## src/rtl/csa_tree_pkg.sv

```systemverilog
// Shared sizing helpers for the pipelined carry-save reduction tree.
package csa_tree_pkg;

    // Largest partial-product count the tree is sized for.
    localparam int MAX_PP = 32;

    // Row count entering level lvl (lvl = 0 is the raw partial-product set).
    // Each level turns every full triple into a sum/carry pair, so
    // n rows become n - floor(n/3).
    function automatic int csa_rows(int n, int lvl);
        int r;
        r = n;
        for (int i = 0; i < lvl; i++) begin
            r = r - r / 3;
        end
        return r;
    endfunction

    // Number of 3:2 levels needed to bring n rows down to two.
    function automatic int csa_levels(int n);
        int r;
        int l;
        r = n;
        l = 0;
        for (int i = 0; i < MAX_PP; i++) begin
            if (r > 2) begin
                r = r - r / 3;
                l++;
            end
        end
        return l;
    endfunction

endpackage

```

## src/rtl/csa_level.sv

```systemverilog
// One combinational 3:2 carry-save reduction level.
// Row triples become a sum/carry pair; leftover rows pass straight through.
// Output row order: sum0, carry0, sum1, carry1, ..., then the leftovers.
// For a three-row input this means row 0 is the sum and row 1 the carry.
module csa_level
    import csa_tree_pkg::*;
#(
    parameter int WIDTH   = 16,
    parameter int ROWS_IN = 8
) (
    input  logic [ROWS_IN*WIDTH-1:0]                rows_i,
    output logic [csa_rows(ROWS_IN, 1)*WIDTH-1:0]   rows_o
);

    localparam int NUM_TRIPLES = ROWS_IN / 3;
    localparam int NUM_LEFT    = ROWS_IN - 3 * NUM_TRIPLES;

    for (genvar g = 0; g < NUM_TRIPLES; g++) begin : g_csa
        logic [WIDTH-1:0] a;
        logic [WIDTH-1:0] b;
        logic [WIDTH-1:0] c;

        assign a = rows_i[(3*g)*WIDTH   +: WIDTH];
        assign b = rows_i[(3*g+1)*WIDTH +: WIDTH];
        assign c = rows_i[(3*g+2)*WIDTH +: WIDTH];

        // Majority bit moves up one weight; the carry out of the top bit is dropped.
        assign rows_o[(2*g)*WIDTH   +: WIDTH] = a ^ b ^ c;
        assign rows_o[(2*g+1)*WIDTH +: WIDTH] = ((a & b) | (a & c) | (b & c)) << 1;
    end

    for (genvar j = 0; j < NUM_LEFT; j++) begin : g_pass
        assign rows_o[(2*NUM_TRIPLES+j)*WIDTH +: WIDTH] =
            rows_i[(3*NUM_TRIPLES+j)*WIDTH +: WIDTH];
    end

endmodule

```

## src/rtl/csa_tree_pipe.sv

```systemverilog
// Pipelined carry-save reduction tree: NUM_PP partial products -> sum/carry pair.
// One register rank per reduction level, global stall on output backpressure.
// Optional macro CSA_TREE_FINAL_ADD_EN adds a final rank that also produces
// product_out = sum_out + carry_out.
//
// Handshake: a transfer happens on a rising edge where valid and ready are both
// high. in_ready depends only on the output side (adv = out_ready | ~out_valid),
// never on in_valid. While adv is low every rank holds, so sum_out/carry_out stay
// stable while out_valid is high and out_ready is low. Bubbles shift with the
// pipe and are never squeezed out.
module csa_tree_pipe
    import csa_tree_pkg::*;
#(
    parameter int WIDTH  = 16,
    parameter int NUM_PP = 8
) (
    input  logic                    clk,
    input  logic                    rst,
    input  logic                    in_valid,
    output logic                    in_ready,
    input  logic [NUM_PP*WIDTH-1:0] pp_in,
    output logic                    out_valid,
    input  logic                    out_ready,
    output logic [WIDTH-1:0]        sum_out,
    output logic [WIDTH-1:0]        carry_out
`ifdef CSA_TREE_FINAL_ADD_EN
    ,
    output logic [WIDTH-1:0]        product_out
`endif
);

    localparam int LEVELS = csa_levels(NUM_PP);

    logic adv;
    logic accept;

    assign adv      = out_ready | ~out_valid;
    assign in_ready = adv;
    assign accept   = in_valid & adv;

    for (genvar l = 0; l < LEVELS; l++) begin : g_lvl
        localparam int RIN  = csa_rows(NUM_PP, l);
        localparam int ROUT = csa_rows(NUM_PP, l + 1);

        logic [RIN*WIDTH-1:0]  rows_in;
        logic                  valid_d;
        logic [ROUT*WIDTH-1:0] data_d;
        logic [ROUT*WIDTH-1:0] data_q;
        logic                  valid_q;

        if (l == 0) begin : g_first
            assign rows_in = pp_in;
            assign valid_d = accept;
        end else begin : g_next
            assign rows_in = g_lvl[l-1].data_q;
            assign valid_d = g_lvl[l-1].valid_q;
        end

        csa_level #(
            .WIDTH   (WIDTH),
            .ROWS_IN (RIN)
        ) u_level (
            .rows_i (rows_in),
            .rows_o (data_d)
        );

        // Pipeline rank after this level: load on advance, clear on reset.
        always_ff @(posedge clk) begin
            if (rst) begin
                data_q  <= '0;
                valid_q <= 1'b0;
            end else if (adv) begin
                data_q  <= data_d;
                valid_q <= valid_d;
            end
        end
    end

    logic [2*WIDTH-1:0] last_data;
    logic               last_valid;

    assign last_data  = g_lvl[LEVELS-1].data_q;
    assign last_valid = g_lvl[LEVELS-1].valid_q;

`ifdef CSA_TREE_FINAL_ADD_EN
    logic [WIDTH-1:0] sum_q;
    logic [WIDTH-1:0] carry_q;
    logic [WIDTH-1:0] prod_q;
    logic [WIDTH-1:0] prod_d;
    logic             fvalid_q;

    assign prod_d = last_data[WIDTH-1:0] + last_data[2*WIDTH-1:WIDTH];

    // Final rank: resolve the redundant pair and keep sum/carry aligned with it.
    always_ff @(posedge clk) begin
        if (rst) begin
            sum_q    <= '0;
            carry_q  <= '0;
            prod_q   <= '0;
            fvalid_q <= 1'b0;
        end else if (adv) begin
            sum_q    <= last_data[WIDTH-1:0];
            carry_q  <= last_data[2*WIDTH-1:WIDTH];
            prod_q   <= prod_d;
            fvalid_q <= last_valid;
        end
    end

    assign out_valid   = fvalid_q;
    assign sum_out     = sum_q;
    assign carry_out   = carry_q;
    assign product_out = prod_q;
`else
    assign out_valid = last_valid;
    assign sum_out   = last_data[WIDTH-1:0];
    assign carry_out = last_data[2*WIDTH-1:WIDTH];
`endif

endmodule

```

## config.mk

```make
export PLATFORM = sky130hd
export DESIGN_NAME = csa_tree_pipe
export DESIGN_NICKNAME = d
export VERILOG_FILES = /design/src/rtl/csa_tree_pkg.sv /design/src/rtl/csa_level.sv /design/src/rtl/csa_tree_pipe.sv
export SDC_FILE = /design/constraint.sdc
export NUM_CORES = 1
export LEC_CHECK = 0
export CAP_MARGIN = 5
export CORE_ASPECT_RATIO = 0.9
export CORE_UTILIZATION = 53
export DETAILED_ROUTE_END_ITERATION = 12
export GPL_ROUTABILITY_DRIVEN = 0
export PLACE_DENSITY = 0.76
export SYNTH_ARGS = -nofsm -noshare
export SYNTH_HDL_FRONTEND = slang
export SYNTH_SLANG_ARGS = --single-unit
export TNS_END_PERCENT = 10
```

## constraint.sdc

```tcl
create_clock -name clk -period 1.4 [get_ports clk]
set_input_delay 0.21 -clock clk [delete_from_list [all_inputs] [get_ports clk]]
set_output_delay 0.21 -clock clk [all_outputs]
set_load 0.02 [all_outputs]
```

* Word level (Yosys, flattened, before mapping)
Cells that the tools add are included.
Word-level totals: word-level logic and storage cells 53, register bits 237, output and inout port bits 34, bits of input ports 132
Operators by class: bitwise gates (word level) 45
Operator list (number):
- $and A15 B15 Y15 | 18
- $xor A16 B16 Y16 | 12
- $or A15 B15 Y15 | 12
- $and A1 B1 Y1 | 1
- $not A1 Y1 | 1
- $or A1 B1 Y1 | 1

* Logic depth before layout (Yosys ltp)
depth in word-level cells 3, mapped depth 7, mapped depth without buffers 4

* Cells and area by module
A second synthesis with hierarchy kept.
Unflattened totals: cells, all modules 1264, area total of the unflattened synthesis 13992.2 um^2
Modules (own cells, without submodules):
- csa_tree_pipe | area each 11627.4 um^2, cells an instance 1110, instances 1, sequential area each 4884.7 um^2
- csa_level at g_lvl[0].u_level | area each 907.1 um^2, cells an instance 67, instances 1, sequential area each 0.0 um^2
- csa_level at g_lvl[1].u_level | area each 666.9 um^2, cells an instance 35, instances 1, sequential area each 0.0 um^2
- csa_level at g_lvl[2].u_level | area each 455.4 um^2, cells an instance 34, instances 1, sequential area each 0.0 um^2
- csa_level at g_lvl[3].u_level | area each 335.3 um^2, cells an instance 18, instances 1, sequential area each 0.0 um^2

* Worst setup path before layout
No wires, ideal clock.
path kind register -> register, from register g_lvl[3].valid_q, in the netlist out_valid, to register g_lvl[0].data_q[71], setup slack 0.068 ns, arrival 1.199 ns, data required time 1.268 ns, period minus slack after synthesis 1.332 ns, buffers on the path 3, cell stages (with the launch flop) 8, library setup time 0.132 ns, cells stage by stage dfxtp_1 -> nor2b_2 -> inv_2 -> buf_4 -> buf_6 -> buf_4 -> nand2_1 -> a21oi_1
Between the ends: word-level cells in the longest chain between the ends 2
RTL lines:
- start: declaration | line csa_tree_pipe.sv:49 | logic valid_q;
- start signal: assignment | line csa_tree_pipe.sv:74 | valid_q <= valid_d;
- $not A1 Y1 | line csa_tree_pipe.sv:37 | assign adv = out_ready | ~out_valid;
- $or A1 B1 Y1 | line csa_tree_pipe.sv:37
- end signal: assignment | line csa_tree_pipe.sv:73 | data_q <= data_d;
- end: declaration | line csa_tree_pipe.sv:48 | logic [ROUT*WIDTH-1:0] data_q;
No other way between the ends. A chain may end at the register's enable or synchronous reset.

* Final worst setup path
from register g_lvl[3].valid_q, in the netlist out_valid, to output in_ready
Between the ends: word-level cells in the longest chain between the ends 2
RTL lines:
- $not A1 Y1 | line csa_tree_pipe.sv:37
- $or A1 B1 Y1 | line csa_tree_pipe.sv:37
- end: declaration | line csa_tree_pipe.sv:20 | output logic in_ready,
No other way between the ends.

==> flow_summary.yaml <==
critical_path:
  critical_path_class: "flop to primary output"
  critPathMaxStageDelay_ns: 0.34
  worstPathRequired_ns: 1.19
  end_kind: "primary output"
  worst_path_max_delay_cell: "dfxtp_2"
  crit_chain: "nor2b_4 > inv_6 > buf_6"
  path_max_fanout: 3
  worstPathArrival_ns: 1.21
  start_kind: "flop"
yosys:
  synth_xor_xnor_area_share_pct: 1.42
  synth_compound_area_share_pct: 11.7
  async_flop_share_pct: 0
  ys_ff_latch: 236
  yosysSeqAreaShare_pct: 47.1
  syn_area_sq_um: 10000
  synth_ff_type: "dfxtp_1"
  syn_inst: 1121
  synth_mux_area_share_pct: 0
  yosys_warnings: 0
  synthAdderAreaFrac_pct: 17.5
  post-synth-top-area-cell: "dfxtp_1"
  avgSynthCellArea_sq_um: 8.95
  synth_simple_gate_area_share_pct: 17.7
  synth_area_leaders: "dfxtp_1 (47%), nand2_1 (18%), fa_1 (17%)"
  synth_edf_count: 0
  synth_top_family_by_area: "simple AND/OR/NAND/NOR gates"
  yosysTopAreaCellShare_pct: 47.1
  yosys-top-cells-count: "nand2_1 (470), dfxtp_1 (236), a21oi_1 (235)"
  ys_types: 14
  yosysMostFrequentCell: "nand2_1"
route:
  drt-total-wl_microns: 23800
  route.antenna.remaining_nets: 0
  drc: 0
  wire_per_inst_microns: 15.6
  drtIter0Drc: 653
  firstDrtPassIters: 5
  viasPerCell: 5.21
  num_vias: 7937
clock_tree:
  clkSlewWorstSetupHoldPaths_ns: 0.06
  cts_tree: "built"
  cts-root-buf: "clkbuf_16"
  clock-sinks: 236
  cts_setup_buffers: 0
  h-tree-depth: 1
  cts_buffers: 24
  clkLatencyLatePin_ns: 0.51
  clockBufferDepth: 3
floorplanning:
  die_h_microns: 133
  start_util_pct: 54.3
  rows: 47
  dieArea_sq_um: 19500
  core_area_sq_um: 18500
  fp.dieW_microns: 147
  ioPinCount: 166
sta:
  rsz0062_at_grt: "true"
  finalHoldViolCount: 0
  fin_skew_ns: 0.0115
  period_share_pct: 101
  fin_ws_ns: -0.0174
  fmax_mhz: 706
  slew_violations: 0
  tns_ns: -0.0174
  fin_hold_ws_ns: 0.0798
  period_needed_ns: 1.42
  setup-violations-final: 1
cells_and_area:
  nFillCells: 1469
  synthToLayoutAreaGrowth_pct: 26.9
  final_cells: 1523
  fin_area_sq_um: 12700
  fin_util_pct: 68.9
  drive_above_1_share_pct: 5.95
  diodes: 0
  layout.nets: 1483
hold_path:
  hold_path_class: "input port to flop"
status:
  violations: "negative setup slack"
  status: "finished, violations left"
placed_design:
  dp_slack_ns: -0.292
  portBuffers: 163
  placed_cell_area_sq_um: 12000
  dp.cells: 1480
  place_hpwl_microns: 17100
global_routing:
  grt_remaining_overflow: 0
  grt_pass1_vias: 8032
  grt_use_total_pct: 25.0
  grt_first_pass_wirelength_microns: 39000
  antenna_found_initial: 0
  grt_max_degree: 61
power:
  p_leak_nw: 5.17
  pwr_density_cell_nw_per_um2: 1260
  peakVddDrop_uv: 658
  finalPower_mw: 16.1
flow_run:
  cap_viol_max_count: 0
[worst max-delay path, delay by kind of cell, from the launching register on]
family                 cells  cell delay (ns)
DFF                        1             0.34
and+or+nand+nor            1             0.20
buffers and inverters      2             0.16
[cells by family after synthesis]
logic type / count (synthesis)
AND/OR/NAND/NOR: 473
buffers and inverters: 81
XOR/XNOR: 6
other: 1
adder cells (fa/ha/maj): 89
AO/OA/AOI/OAI: 235
flip-flops: 236
[area by class of cell]
class / count / area, sq um / share of cell area [%]
Clock buffer: 40 / 732 / 5.75
Sequential cell: 236 / 4730 / 37.1
Clock inverter: 2 / 10.0 / 0.0786
Multi-Input combinational cell: 805 / 4870 / 38.3
Tap cell: 245 / 307 / 2.41
Inverter: 1 / 8.76 / 0.0688
Timing Repair Buffer: 194 / 2080 / 16.3
[flip-flops by register name (all words and copies together), names as in the netlist]
signal and cells:
out_valid 1, g_lvl.data_q 232, g_lvl.valid_q 3
[report_power, final]
| part | internal (mW) | total [mW] | switching [mW] |
|---|---|---|---|
| combinational | 1.15 | 2.26 | 1.11 |
| clock | 3.54 | 6.04 | 2.50 |
| sequential | 7.31 | 7.78 | 0.471 |
[layer usage]
layer / share of wire [%] / wire (microns) / global-route usage (%) / vias to the layer above
li1: - / - / - / 3865
met1: 43 / 10200 / 32.2 / 3794
met2: 50 / 11900 / 44.1 / 230
met3: 4.5 / 1070 / 3.45 / 48
met4: 2.7 / 640 / 6.87 / 0
met5: 0 / 0 / 0 / -
[layout by cell type (no fill, tap or decap), drive strengths merged]
cell type,synthesis,final
xor3,6,6
clkdlybuf4s50,0,130
nand2,470,470
ha,3,3
clkbuf,24,46
clkinv,0,2
nor2,2,2
dlygate4sd2,0,6
nor2b,1,1
dfxtp,236,236
inv,1,1
buf,56,33
conb,1,2
a21oi,235,235
clkdlybuf4s15,0,19
fa,86,86
[path summary, 6_finish.rpt]
| kind | from | endpoint | slack [ns] | cells past startpoint |
|---|---|---|---|---|
| max | out_valid | in_ready | -0.02 | 3 |
| min | rst | g_lvl[0].data_q[25] | 0.08 | 2 |
| max reg2reg | out_valid | g_lvl[1].data_q[37] | 0.02 | 6 |
| min reg2reg | g_lvl[3].data_q[18] | g_lvl[3].data_q[18] | 0.45 | 2 |
[timing repair]
action / CTS / global route
cloned: 0 / 1
setup endpoints to repair: 44 / 161
gates resized for setup: 48 / 29
hold buffers: 0 / 0
(Power assumes the default switching activity.)
